--- config.mk ---
export PLATFORM = sky130hd
export DESIGN_NAME = pipeline_hazard_ctrl_flat
export DESIGN_NICKNAME = d
export VERILOG_FILES = /design/src/rtl/pipe_ctrl_pkg.sv /design/src/rtl/pipeline_hazard_ctrl_if.sv /design/src/rtl/pipe_hazard_cmp.sv /design/src/rtl/pipeline_hazard_ctrl.sv /design/src/flat_wrapper.sv
export SDC_FILE = /design/constraint.sdc
export NUM_CORES = 1
export LEC_CHECK = 0
export CELL_PAD_IN_SITES_DETAIL_PLACEMENT = 1
export CELL_PAD_IN_SITES_GLOBAL_PLACEMENT = 2
export CORE_UTILIZATION = 30
export DETAILED_ROUTE_END_ITERATION = 7
export HOLD_SLACK_MARGIN = 0.15
export PLACE_DENSITY = 0.86
export RECOVER_POWER = 25
export SYNTH_ARGS = -nofsm -noshare
export SYNTH_HDL_FRONTEND = slang
export SYNTH_SLANG_ARGS = --single-unit
--- constraint.sdc ---
create_clock -name clk -period 3.1 [get_ports clk]
set_input_delay 0.62 -clock clk [delete_from_list [all_inputs] [get_ports clk]]
set_output_delay 0.62 -clock clk [all_outputs]
set_load 0.005 [all_outputs]
--- src/rtl/pipe_ctrl_pkg.sv ---
// Shared types and constants for the pipeline hazard controller and its helpers.
// Stage indices address the per-pipeline-register enable/flush vectors.
package pipe_ctrl_pkg;

    typedef enum logic [1:0] {
        INIT,
        RUN,
        MEM_WAIT,
        ERROR
    } state_t;

    localparam int REG_IDX_W = 5;
    localparam logic [REG_IDX_W-1:0] REG_ZERO = 5'd0;

    localparam int IF_ID      = 0;
    localparam int ID_IX      = 1;
    localparam int IX_IM      = 2;
    localparam int IM_IW      = 3;
    localparam int NUM_STAGES = 4;

endpackage

--- src/rtl/pipeline_hazard_ctrl_if.sv ---
// Hazard-controller bundle: datapath status in, stage enables/flushes and memory strobe out.
// master = the controller, slave = the pipeline datapath.
interface pipeline_hazard_ctrl_if;

    logic [pipe_ctrl_pkg::REG_IDX_W-1:0] id_rs;
    logic [pipe_ctrl_pkg::REG_IDX_W-1:0] id_rt;
    logic                                id_uses_rs;
    logic                                id_uses_rt;
    logic [pipe_ctrl_pkg::REG_IDX_W-1:0] ix_dest;
    logic                                ix_write_to_reg;
    logic                                ix_is_load;
    logic                                im_update_pc;
    logic                                im_mem_access;
    logic                                dmem_ready;

    logic pc_en;
    logic if_id_en;
    logic id_ix_en;
    logic ix_im_en;
    logic im_iw_en;
    logic if_id_flush;
    logic id_ix_flush;
    logic ix_im_flush;
    logic im_iw_flush;
    logic dmem_req;

    modport master (
        input  id_rs, id_rt, id_uses_rs, id_uses_rt, ix_dest, ix_write_to_reg,
               ix_is_load, im_update_pc, im_mem_access, dmem_ready,
        output pc_en, if_id_en, id_ix_en, ix_im_en, im_iw_en,
               if_id_flush, id_ix_flush, ix_im_flush, im_iw_flush, dmem_req
    );

    modport slave (
        output id_rs, id_rt, id_uses_rs, id_uses_rt, ix_dest, ix_write_to_reg,
               ix_is_load, im_update_pc, im_mem_access, dmem_ready,
        input  pc_en, if_id_en, id_ix_en, ix_im_en, im_iw_en,
               if_id_flush, id_ix_flush, ix_im_flush, im_iw_flush, dmem_req
    );

endinterface

--- src/rtl/pipe_hazard_cmp.sv ---
// Combinational load-use detector: an ID source matches a non-zero IX load destination.
module pipe_hazard_cmp
    import pipe_ctrl_pkg::*;
(
    input  logic [REG_IDX_W-1:0] id_rs,
    input  logic [REG_IDX_W-1:0] id_rt,
    input  logic                 id_uses_rs,
    input  logic                 id_uses_rt,
    input  logic [REG_IDX_W-1:0] ix_dest,
    input  logic                 ix_write_to_reg,
    input  logic                 ix_is_load,
    output logic                 load_use
);

    logic [REG_IDX_W-1:0] src_reg [2];
    logic [1:0]           src_used;
    logic [1:0]           src_match;

    assign src_reg[0] = id_rs;
    assign src_reg[1] = id_rt;
    assign src_used   = {id_uses_rt, id_uses_rs};

    // Register 0 is hardwired, so a write to it can never create a dependency.
    generate
        for (genvar gi = 0; gi < 2; gi++) begin : g_src
            assign src_match[gi] = src_used[gi] && ix_write_to_reg &&
                                   (ix_dest != REG_ZERO) && (src_reg[gi] == ix_dest);
        end
    endgenerate

    assign load_use = ix_is_load && (|src_match);

endmodule

--- src/rtl/pipeline_hazard_ctrl.sv ---
// Pipeline sequencer: stage enables/flushes for load-use, IM redirects and slow data memory,
// plus a saturating stall counter and a sticky memory-timeout error.
module pipeline_hazard_ctrl
    import pipe_ctrl_pkg::*;
#(
    parameter int MEM_TIMEOUT = 64,
    parameter int INIT_CYCLES = 4,
    parameter int CNT_W       = 16
) (
    input  logic                       clk,
    input  logic                       reset_n,
    pipeline_hazard_ctrl_if.master     hz,
    output logic                       mem_err,
    output logic [CNT_W-1:0]           stall_cycles
);

    localparam int INIT_W = $clog2(INIT_CYCLES + 1);
    localparam int TMO_W  = $clog2(MEM_TIMEOUT + 1);

    state_t              state_reg, state_next;
    logic [INIT_W-1:0]   init_cnt_reg, init_cnt_next;
    logic [TMO_W-1:0]    tmo_cnt_reg, tmo_cnt_next;
    logic [CNT_W-1:0]    stall_cnt_reg;

    logic                   load_use;
    logic                   mem_busy;
    logic                   pc_en;
    logic [NUM_STAGES-1:0]  stage_en;
    logic [NUM_STAGES-1:0]  stage_flush;
    logic                   dmem_req;

    pipe_hazard_cmp u_cmp (
        .id_rs           (hz.id_rs),
        .id_rt           (hz.id_rt),
        .id_uses_rs      (hz.id_uses_rs),
        .id_uses_rt      (hz.id_uses_rt),
        .ix_dest         (hz.ix_dest),
        .ix_write_to_reg (hz.ix_write_to_reg),
        .ix_is_load      (hz.ix_is_load),
        .load_use        (load_use)
    );

    always_ff @(posedge clk or negedge reset_n) begin
        if (!reset_n) begin
            state_reg     <= INIT;
            init_cnt_reg  <= '0;
            tmo_cnt_reg   <= '0;
            stall_cnt_reg <= '0;
        end else begin
            state_reg    <= state_next;
            init_cnt_reg <= init_cnt_next;
            tmo_cnt_reg  <= tmo_cnt_next;
            if ((state_reg == RUN || state_reg == MEM_WAIT) && !pc_en && (stall_cnt_reg != '1))
                stall_cnt_reg <= stall_cnt_reg + CNT_W'(1);
        end
    end

    always_comb begin
        state_next    = state_reg;
        init_cnt_next = init_cnt_reg;
        tmo_cnt_next  = tmo_cnt_reg;
        mem_busy      = 1'b0;
        pc_en         = 1'b1;
        stage_en      = '1;
        stage_flush   = '0;
        dmem_req      = 1'b0;

        case (state_reg)
            INIT: begin
                stage_flush = '1;
                if (init_cnt_reg == INIT_W'(INIT_CYCLES - 1))
                    state_next = RUN;
                else
                    init_cnt_next = init_cnt_reg + INIT_W'(1);
            end

            RUN, MEM_WAIT: begin
                // In MEM_WAIT the access is outstanding regardless of what IM shows now.
                mem_busy = (state_reg == MEM_WAIT) || hz.im_mem_access;
                dmem_req = mem_busy;
                if (mem_busy && !hz.dmem_ready) begin
                    pc_en              = 1'b0;
                    stage_en[IF_ID]    = 1'b0;
                    stage_en[ID_IX]    = 1'b0;
                    stage_en[IX_IM]    = 1'b0;
                    stage_flush[IM_IW] = 1'b1;
                    if (state_reg == RUN) begin
                        state_next   = MEM_WAIT;
                        tmo_cnt_next = TMO_W'(1);
                    end else if (tmo_cnt_reg == TMO_W'(MEM_TIMEOUT)) begin
                        state_next = ERROR;
                    end else begin
                        tmo_cnt_next = tmo_cnt_reg + TMO_W'(1);
                    end
                end else begin
                    // Memory done (or idle): redirect outranks the load-use bubble.
                    state_next = RUN;
                    if (hz.im_update_pc) begin
                        stage_flush[IF_ID] = 1'b1;
                        stage_flush[ID_IX] = 1'b1;
                        stage_flush[IX_IM] = 1'b1;
                    end else if (load_use) begin
                        pc_en              = 1'b0;
                        stage_en[IF_ID]    = 1'b0;
                        stage_flush[ID_IX] = 1'b1;
                    end
                end
            end

            ERROR: begin
                pc_en    = 1'b0;
                stage_en = '0;
            end

            default: begin
                state_next = INIT;
            end
        endcase
    end

    assign hz.pc_en       = pc_en;
    assign hz.if_id_en    = stage_en[IF_ID];
    assign hz.id_ix_en    = stage_en[ID_IX];
    assign hz.ix_im_en    = stage_en[IX_IM];
    assign hz.im_iw_en    = stage_en[IM_IW];
    assign hz.if_id_flush = stage_flush[IF_ID];
    assign hz.id_ix_flush = stage_flush[ID_IX];
    assign hz.ix_im_flush = stage_flush[IX_IM];
    assign hz.im_iw_flush = stage_flush[IM_IW];
    assign hz.dmem_req    = dmem_req;

    assign mem_err      = (state_reg == ERROR);
    assign stall_cycles = stall_cnt_reg;

endmodule

--- src/flat_wrapper.sv ---
// flat-port wrapper written by rule: the top's interface ports become plain ports
module pipeline_hazard_ctrl_flat import pipe_ctrl_pkg::*;
#(
    parameter int MEM_TIMEOUT = 64,
    parameter int INIT_CYCLES = 4,
    parameter int CNT_W       = 16
)
  (clk, reset_n, mem_err, stall_cycles, hz_id_rs, hz_id_rt, hz_id_uses_rs, hz_id_uses_rt, hz_ix_dest, hz_ix_write_to_reg, hz_ix_is_load, hz_im_update_pc, hz_im_mem_access, hz_dmem_ready, hz_pc_en, hz_if_id_en, hz_id_ix_en, hz_ix_im_en, hz_im_iw_en, hz_if_id_flush, hz_id_ix_flush, hz_ix_im_flush, hz_im_iw_flush, hz_dmem_req);
  pipeline_hazard_ctrl_if hz_i ();
  input  logic clk;
  input  logic reset_n;
  output logic mem_err;
  output logic [CNT_W-1:0] stall_cycles;
  input wire logic [$bits(hz_i.id_rs)-1:0] hz_id_rs;
  input wire logic [$bits(hz_i.id_rt)-1:0] hz_id_rt;
  input wire logic [$bits(hz_i.id_uses_rs)-1:0] hz_id_uses_rs;
  input wire logic [$bits(hz_i.id_uses_rt)-1:0] hz_id_uses_rt;
  input wire logic [$bits(hz_i.ix_dest)-1:0] hz_ix_dest;
  input wire logic [$bits(hz_i.ix_write_to_reg)-1:0] hz_ix_write_to_reg;
  input wire logic [$bits(hz_i.ix_is_load)-1:0] hz_ix_is_load;
  input wire logic [$bits(hz_i.im_update_pc)-1:0] hz_im_update_pc;
  input wire logic [$bits(hz_i.im_mem_access)-1:0] hz_im_mem_access;
  input wire logic [$bits(hz_i.dmem_ready)-1:0] hz_dmem_ready;
  output wire logic [$bits(hz_i.pc_en)-1:0] hz_pc_en;
  output wire logic [$bits(hz_i.if_id_en)-1:0] hz_if_id_en;
  output wire logic [$bits(hz_i.id_ix_en)-1:0] hz_id_ix_en;
  output wire logic [$bits(hz_i.ix_im_en)-1:0] hz_ix_im_en;
  output wire logic [$bits(hz_i.im_iw_en)-1:0] hz_im_iw_en;
  output wire logic [$bits(hz_i.if_id_flush)-1:0] hz_if_id_flush;
  output wire logic [$bits(hz_i.id_ix_flush)-1:0] hz_id_ix_flush;
  output wire logic [$bits(hz_i.ix_im_flush)-1:0] hz_ix_im_flush;
  output wire logic [$bits(hz_i.im_iw_flush)-1:0] hz_im_iw_flush;
  output wire logic [$bits(hz_i.dmem_req)-1:0] hz_dmem_req;
  assign hz_i.id_rs = hz_id_rs;
  assign hz_i.id_rt = hz_id_rt;
  assign hz_i.id_uses_rs = hz_id_uses_rs;
  assign hz_i.id_uses_rt = hz_id_uses_rt;
  assign hz_i.ix_dest = hz_ix_dest;
  assign hz_i.ix_write_to_reg = hz_ix_write_to_reg;
  assign hz_i.ix_is_load = hz_ix_is_load;
  assign hz_i.im_update_pc = hz_im_update_pc;
  assign hz_i.im_mem_access = hz_im_mem_access;
  assign hz_i.dmem_ready = hz_dmem_ready;
  assign hz_pc_en = hz_i.pc_en;
  assign hz_if_id_en = hz_i.if_id_en;
  assign hz_id_ix_en = hz_i.id_ix_en;
  assign hz_ix_im_en = hz_i.ix_im_en;
  assign hz_im_iw_en = hz_i.im_iw_en;
  assign hz_if_id_flush = hz_i.if_id_flush;
  assign hz_id_ix_flush = hz_i.id_ix_flush;
  assign hz_ix_im_flush = hz_i.ix_im_flush;
  assign hz_im_iw_flush = hz_i.im_iw_flush;
  assign hz_dmem_req = hz_i.dmem_req;
  pipeline_hazard_ctrl #(.MEM_TIMEOUT(MEM_TIMEOUT), .INIT_CYCLES(INIT_CYCLES), .CNT_W(CNT_W)) u_core (.clk(clk), .reset_n(reset_n), .hz(hz_i), .mem_err(mem_err), .stall_cycles(stall_cycles));
endmodule
==> impl_metrics.env, run 1 <==
export IMPL_clock_latency_ps=270
export IMPL_cp_arrival_ps=2380
export IMPL_dpl_cell_area_um2=2300
export IMPL_cts_buffer_depth=2
export IMPL_failed_checks="capacitance limit, slew limit"
export IMPL_synth_edf_count=0
export IMPL_ant_nets=0
export IMPL_fin_area_um2=2340
export IMPL_cp_end_kind="output pin"
export IMPL_synthTopCellsByCount="dfrtp_1, xnor2_1, o21ai_0, nand4_1, nand2_1"
export IMPL_antennaDiodeCount=0
export IMPL_hold_violations=0
export IMPL_cts_made_buffers=3
export IMPL_synthArstFlopShare_pct=100
export IMPL_crit_required_ps=2480
export IMPL_cts_root_buf="clkbuf_8"
export IMPL_antenna_found_initial=0
export IMPL_powerDensity_nw_per_um2=692
export IMPL_tightest_slew_ps=1500
export IMPL_peakVddDrop_mv=0.273
export IMPL_nFillCells=619
export IMPL_first_pass_iters=4
export IMPL_yosysTopAreaCell="dfrtp_1"
export IMPL_syn_to_final_growth_pct=39.4
export IMPL_fp_dieArea_um2=5910
export IMPL_cts_htree_levels=1
export IMPL_ys_ff_latch=28
export IMPL_slew_violations=28
export IMPL_fmax_mhz=334
export IMPL_p_leak_nw=0.958
export IMPL_die_width_um=76.9
export IMPL_drtIter0Drc=18
export IMPL_ys_warn_count=0
export IMPL_rsz0062_at_grt="no"
export IMPL_syn_area_um2=1680
export IMPL_place_gp_congestion=0.707
export IMPL_start_kind="input pin"
export IMPL_fin_crit_sh_pct=96.7
export IMPL_crit_fanout=2
export IMPL_cts_tree="built"
export IMPL_dpl_hpwl_mm=3.18
export IMPL_die_y_um=76.9
export IMPL_critPathMaxStageDelay_ps=480
export IMPL_ios=51
export IMPL_grt_pass1_wl_mm=7.35
export IMPL_start_util_pct=32.1
export IMPL_netlist_instances=171
export IMPL_vias=1456
export IMPL_numPortBuffers=50
export IMPL_ys_types=33
export IMPL_largest_reg_flops=16
export IMPL_first_global_vias=1505
export IMPL_overflow=0
export IMPL_drc_errors=0
export IMPL_cts_hold_buf=0
export IMPL_clock_sinks=28
export IMPL_synth_area_per_cell_um2=9.83
export IMPL_hold_path_class="flop to flop"
export IMPL_path_buf_inv=2
export IMPL_status="finished with violations"
export IMPL_drive_above_1_share_pct=8.37
export IMPL_synth_top_area_share_pct=41.7
export IMPL_relSlewSlack_pct=-0.319
export IMPL_grt_max_degree=29
export IMPL_yosysSeqAreaShare_pct=41.7
export IMPL_core_area_um2=5240
export IMPL_crit_path_top_delay_cell="clkdlybuf4s50_1"
export IMPL_nNetsFinal=263
export IMPL_crit_chain="clkdlybuf4s50_1, xnor2_1, nand4_1, o22a_1, or4_1, o21ai_0, dlygate4sd2_1"
export IMPL_wl_per_cell_um=14.1
export IMPL_cts_setup_buffers=0
export IMPL_finalClockSkew_ps=5.29
export IMPL_total_power_mw=1.62
export IMPL_setup_violations=0
export IMPL_syn_num_nets=205
export IMPL_row_count=26
export IMPL_vias_per_cell=4.90
export IMPL_synthTopCellsByArea="dfrtp_1, xnor2_1, ha_1"
export IMPL_crit_type="input pin to output pin"
export IMPL_period_minus_slack_ps=3000
export IMPL_yosysMostFrequentCell="dfrtp_1"
export IMPL_critPathTopFamily="buffers and inverters"
export IMPL_wirelength_mm=4.18
export IMPL_synth_ff_type="dfrtp_1"
export IMPL_maxCapViolCount=1
export IMPL_path_clk_slew_ps=90
export IMPL_grt_usage_pct=15.3
[repair_timing]
item | in CTS | in global routing
endpoints found under the hold margin | 0 | 0
gates resized for setup | 8 | 2
endpoints found under the setup margin | 3 | 2
[path summary, 6_finish.rpt]
check	cells past startpoint	slack (ps)	start	to
worst max register to register	7	920	u_core.state_reg[0]	u_core.stall_cycles[9]
min in group asynchronous	2	1230	reset_n	u_core.stall_cycles[6]
worst min register to register	1	490	u_core.init_cnt_reg[0]	u_core.init_cnt_reg[0]
worst max-delay path	7	100	hz_id_rs[1]	hz_id_ix_flush
worst min-delay path	1	490	u_core.init_cnt_reg[0]	u_core.init_cnt_reg[0]
max in group asynchronous	2	990	reset_n	u_core.stall_cycles[12]
[stage by stage]
stage	util [%]	std cells	worst slack [ps]	TNS, ps	hold slack [ps]
2_1_floorplan	-	171	806	0	324
3_3_place_gp	43.9	294	-207	-596	461
3_5_place_dp	43.9	294	-216	-633	474
4_1_cts	44.7	297	28.1	0	489
5_1_grt	44.8	297	11.4	0	505
6_report	44.8	297	102	0	485
[cells by family after synthesis]
group                      count (synthesis)  share of synthesized area [%]
buffers and inverters                     13                           4.46
xor gates and xnor gates                  26                           13.5
adders and majority gates                 10                           7.44
muxes                                      3                           2.01
AOI/OAI and AO/OA                         24                           8.93
and+or+nand+nor                           67                           21.9
DFF                                       28                           41.7
[cells in the final DEF (no fill, tap or decap), types with 4 or more instances in the layout]
cell,instances
and3_1,5
buf_4,7
clkdlybuf4s50_1,41
dfrtp_1,28
dlygate4sd2_1,6
ha_1,10
inv_1,7
nand2_1,11
nand2b_1,4
nand3_1,10
nand4_1,12
nor2_1,9
nor2b_1,4
o21ai_0,15
xnor2_1,25
[cell type report]
type / count / area [um^2] / share of cell area (%)
Multi-Input combinational cell: 130 / 915 / 39.0
Clock buffer: 3 / 41.3 / 1.76
Timing Repair Buffer: 59 / 574 / 24.5
Sequential cell: 28 / 701 / 29.9
Inverter: 7 / 26.3 / 1.12
Tap cell: 70 / 87.6 / 3.74
[per-layer routing]
metal	share of wire (%)	GRT usage, %
met2	46	24.6
met5	0	0
met4	1.3	5.19
met3	3.9	1.90
met1	49	21.0
[report_power, final]
group	switching [mW]	total, mW	internal (mW)
clock	0.111	0.198	0.0874
combinational	0.368	0.895	0.527
sequential	0.0961	0.529	0.433
total	0.575	1.62	1.05
Power figures use the tool's default switching activity.
==> inputs of run 2 (changes only) <==
CTS_CLUSTER_SIZE = 28   (was unset)
==> results of run 2 <==
Same layout as run 1: the final DEF is identical, and so are final timing and power.
==> inputs of run 3 (changes only) <==
CORE_UTILIZATION = 40   (was 30)
DONT_BUFFER_PORTS = 1   (was unset)
PLACE_DENSITY = 0.85   (was 0.86)
==> run 3 against run 2 <==
  * Power decreased by 18%
  * Critical endpoint unchanged
  * Utilization down 0.39 points
  * Maximum frequency increased by 14%
  * The flow still finishes with violations (capacitance limit, slew limit)
==> impl_metrics.env, run 3 (same netlist as run 1, synthesis figures left out) <==
export IMPL_status="finished with violations"
export IMPL_failed_checks="capacitance limit, slew limit"
export IMPL_syn_to_final_growth_pct=6.32
export IMPL_start_kind="flop"
export IMPL_finalClockSkew_ps=4.72
export IMPL_dpl_hpwl_mm=2.74
export IMPL_place_gp_congestion=0.709
export IMPL_die_width_um=66.8
export IMPL_maxCapViolCount=1
export IMPL_r2r_end="u_core.tmo_cnt_reg[4]"
export IMPL_drive_above_1_share_pct=6.40
export IMPL_crit_chain="inv_1, ha_1, o21ai_0, or4_1, o21ai_0"
export IMPL_nFillCells=457
export IMPL_cp_arrival_ps=2010
export IMPL_cts_made_buffers=3
export IMPL_path_clk_slew_ps=90
export IMPL_holdPathEnd="u_core.tmo_cnt_reg[6]"
export IMPL_relSlewSlack_pct=-2.52
export IMPL_critPathTopFamily="simple AND/OR/NAND/NOR gates"
export IMPL_first_global_vias=1340
export IMPL_clock_latency_ps=280
export IMPL_cts_root_buf="clkbuf_8"
export IMPL_final_cell_mix="dfrtp_1, xnor2_1, o21ai_0, nand4_1, nand2_1"
export IMPL_grt_max_degree=29
export IMPL_hold_violations=0
export IMPL_hold_depth=1
export IMPL_numPortBuffers=0
export IMPL_start_util_pct=41.7
export IMPL_row_count=23
export IMPL_final_common_cell="dfrtp_1"
export IMPL_fp_dieArea_um2=4470
export IMPL_cts_buffer_depth=2
export IMPL_ios=51
export IMPL_regArea_um2=701
export IMPL_ant_nets=0
export IMPL_vias_per_cell=5.68
export IMPL_fmax_mhz=380
export IMPL_setup_violations=0
export IMPL_fin_crit_sh_pct=84.9
export IMPL_tightest_slew_ps=1540
export IMPL_overflow=0
export IMPL_crit_top_cell="o21ai_0"
export IMPL_tns_ps=0
export IMPL_total_power_mw=1.34
export IMPL_period_minus_slack_ps=2630
export IMPL_crit_required_ps=2480
export IMPL_crit_path_top_delay_cell="or4_1"
export IMPL_cp_end_kind="output pin"
export IMPL_vias=1262
export IMPL_r2r_start="u_core.state_reg[0]"
export IMPL_first_pass_iters=4
export IMPL_die_y_um=66.8
export IMPL_hold_start="u_core.tmo_cnt_reg[6]"
export IMPL_largest_reg_flops=16
export IMPL_crit_fanout=8
export IMPL_peakVddDrop_mv=0.290
export IMPL_wirelength_mm=3.63
export IMPL_p_leak_nw=0.726
export IMPL_grt_pass1_wl_mm=5.93
export IMPL_drc_errors=0
export IMPL_rsz0062_at_grt="no"
export IMPL_core_area_um2=4030
export IMPL_drtIter0Drc=19
export IMPL_antennaDiodeCount=0
export IMPL_slew_violations=29
export IMPL_powerDensity_nw_per_um2=748
export IMPL_crit_type="flop to output pin"
export IMPL_clock_sinks=28
export IMPL_cts_resized=0
export IMPL_rrSetupSlack_ps=790
export IMPL_nNetsFinal=207
export IMPL_path_buf_inv=1
export IMPL_wl_per_cell_um=16.4
export IMPL_cts_tree="built"
export IMPL_reg2reg_depth=6
export IMPL_hold_path_class="flop to flop"
export IMPL_grt_usage_pct=17.6
export IMPL_multi_input_area_um2=906
export IMPL_critPathMaxStageDelay_ps=520
export IMPL_cts_htree_levels=1
export IMPL_antenna_found_initial=0
[run 3: cell count changes in the layout (fill, tap and decap cells not counted)]
cell / change
buf_12: -1
buf_4: -6
bufinv_16: +1
clkdlybuf4s50_1: -41
dlygate4sd2_1: -6
dlymetal6s2s_1: -2
nor3_1: +1
nor3_2: -1
o21ai_1: +1
o21ai_2: -1
[run 3: layer usage]
layer | vias up | wire length [um] | global-route usage (%)
met2 | 40 | 1820 | 31.7
met4 | 0 | 40 | 6.38
met1 | 621 | 1580 | 20.7
met3 | 4 | 200 | 2.91
li1 | 597 | - | -
met5 | - | 0 | 0
[run 3: through the flow]
stage	utilization (%)	cells	instance area (um^2)	hold slack, ps	setup WS (ps)
3_3_place_gp	42.3	216	1700	325	770
2_1_floorplan	-	171	1680	324	806
5_1_grt	44.4	222	1790	519	300
3_5_place_dp	42.3	216	1700	325	737
4_1_cts	44.8	222	1800	494	450
6_report	44.4	222	1790	491	469
[run 3: worst register-to-register path: stages, from the launching register on]
cell and delay, ps:
dfrtp_1 440, inv_1 80, ha_1 400, nor3b_1 500, o21ai_0 420, o21ai_0 250, o21ai_0 110
[run 3: how the worst max path moves through the flow]
| stage | cells past startpoint | start | slack (ps) | end |
|---|---|---|---|---|
| after floorplan | 5 | hz_ix_dest[1] | 810 | hz_pc_en |
| after CTS | 5 | u_core.state_reg[0] | 450 | hz_id_ix_flush |
| after global placement | 5 | hz_ix_dest[0] | 770 | hz_id_ix_flush |
| final | 5 | u_core.state_reg[0] | 470 | hz_id_ix_flush |
| after detailed placement | 5 | hz_ix_dest[1] | 740 | hz_id_ix_flush |
| after global routing | 5 | u_core.state_reg[0] | 300 | hz_id_ix_flush |
[run 3: area by class of cell]
class                           instances  area share, %
Clock buffer                            3           2.31
Clock inverter                          1           1.68
Inverter                                7           1.47
Multi-Input combinational cell        130           50.7
Sequential cell                        28           39.2
Tap cell                               50           3.50
Timing Repair Buffer                    3           1.19
[run 3: timing repair]
item                      4_1_cts  5_1_grt
hold buffers                    2        0
hold endpoints to repair       28        0
setup buffers                   0        0
[run 3: power by group]
group          internal (mW)  switching [mW]  total [mW]
combinational          0.214           0.299       0.513
sequential             0.433           0.102       0.535
clock                  0.173           0.116       0.289
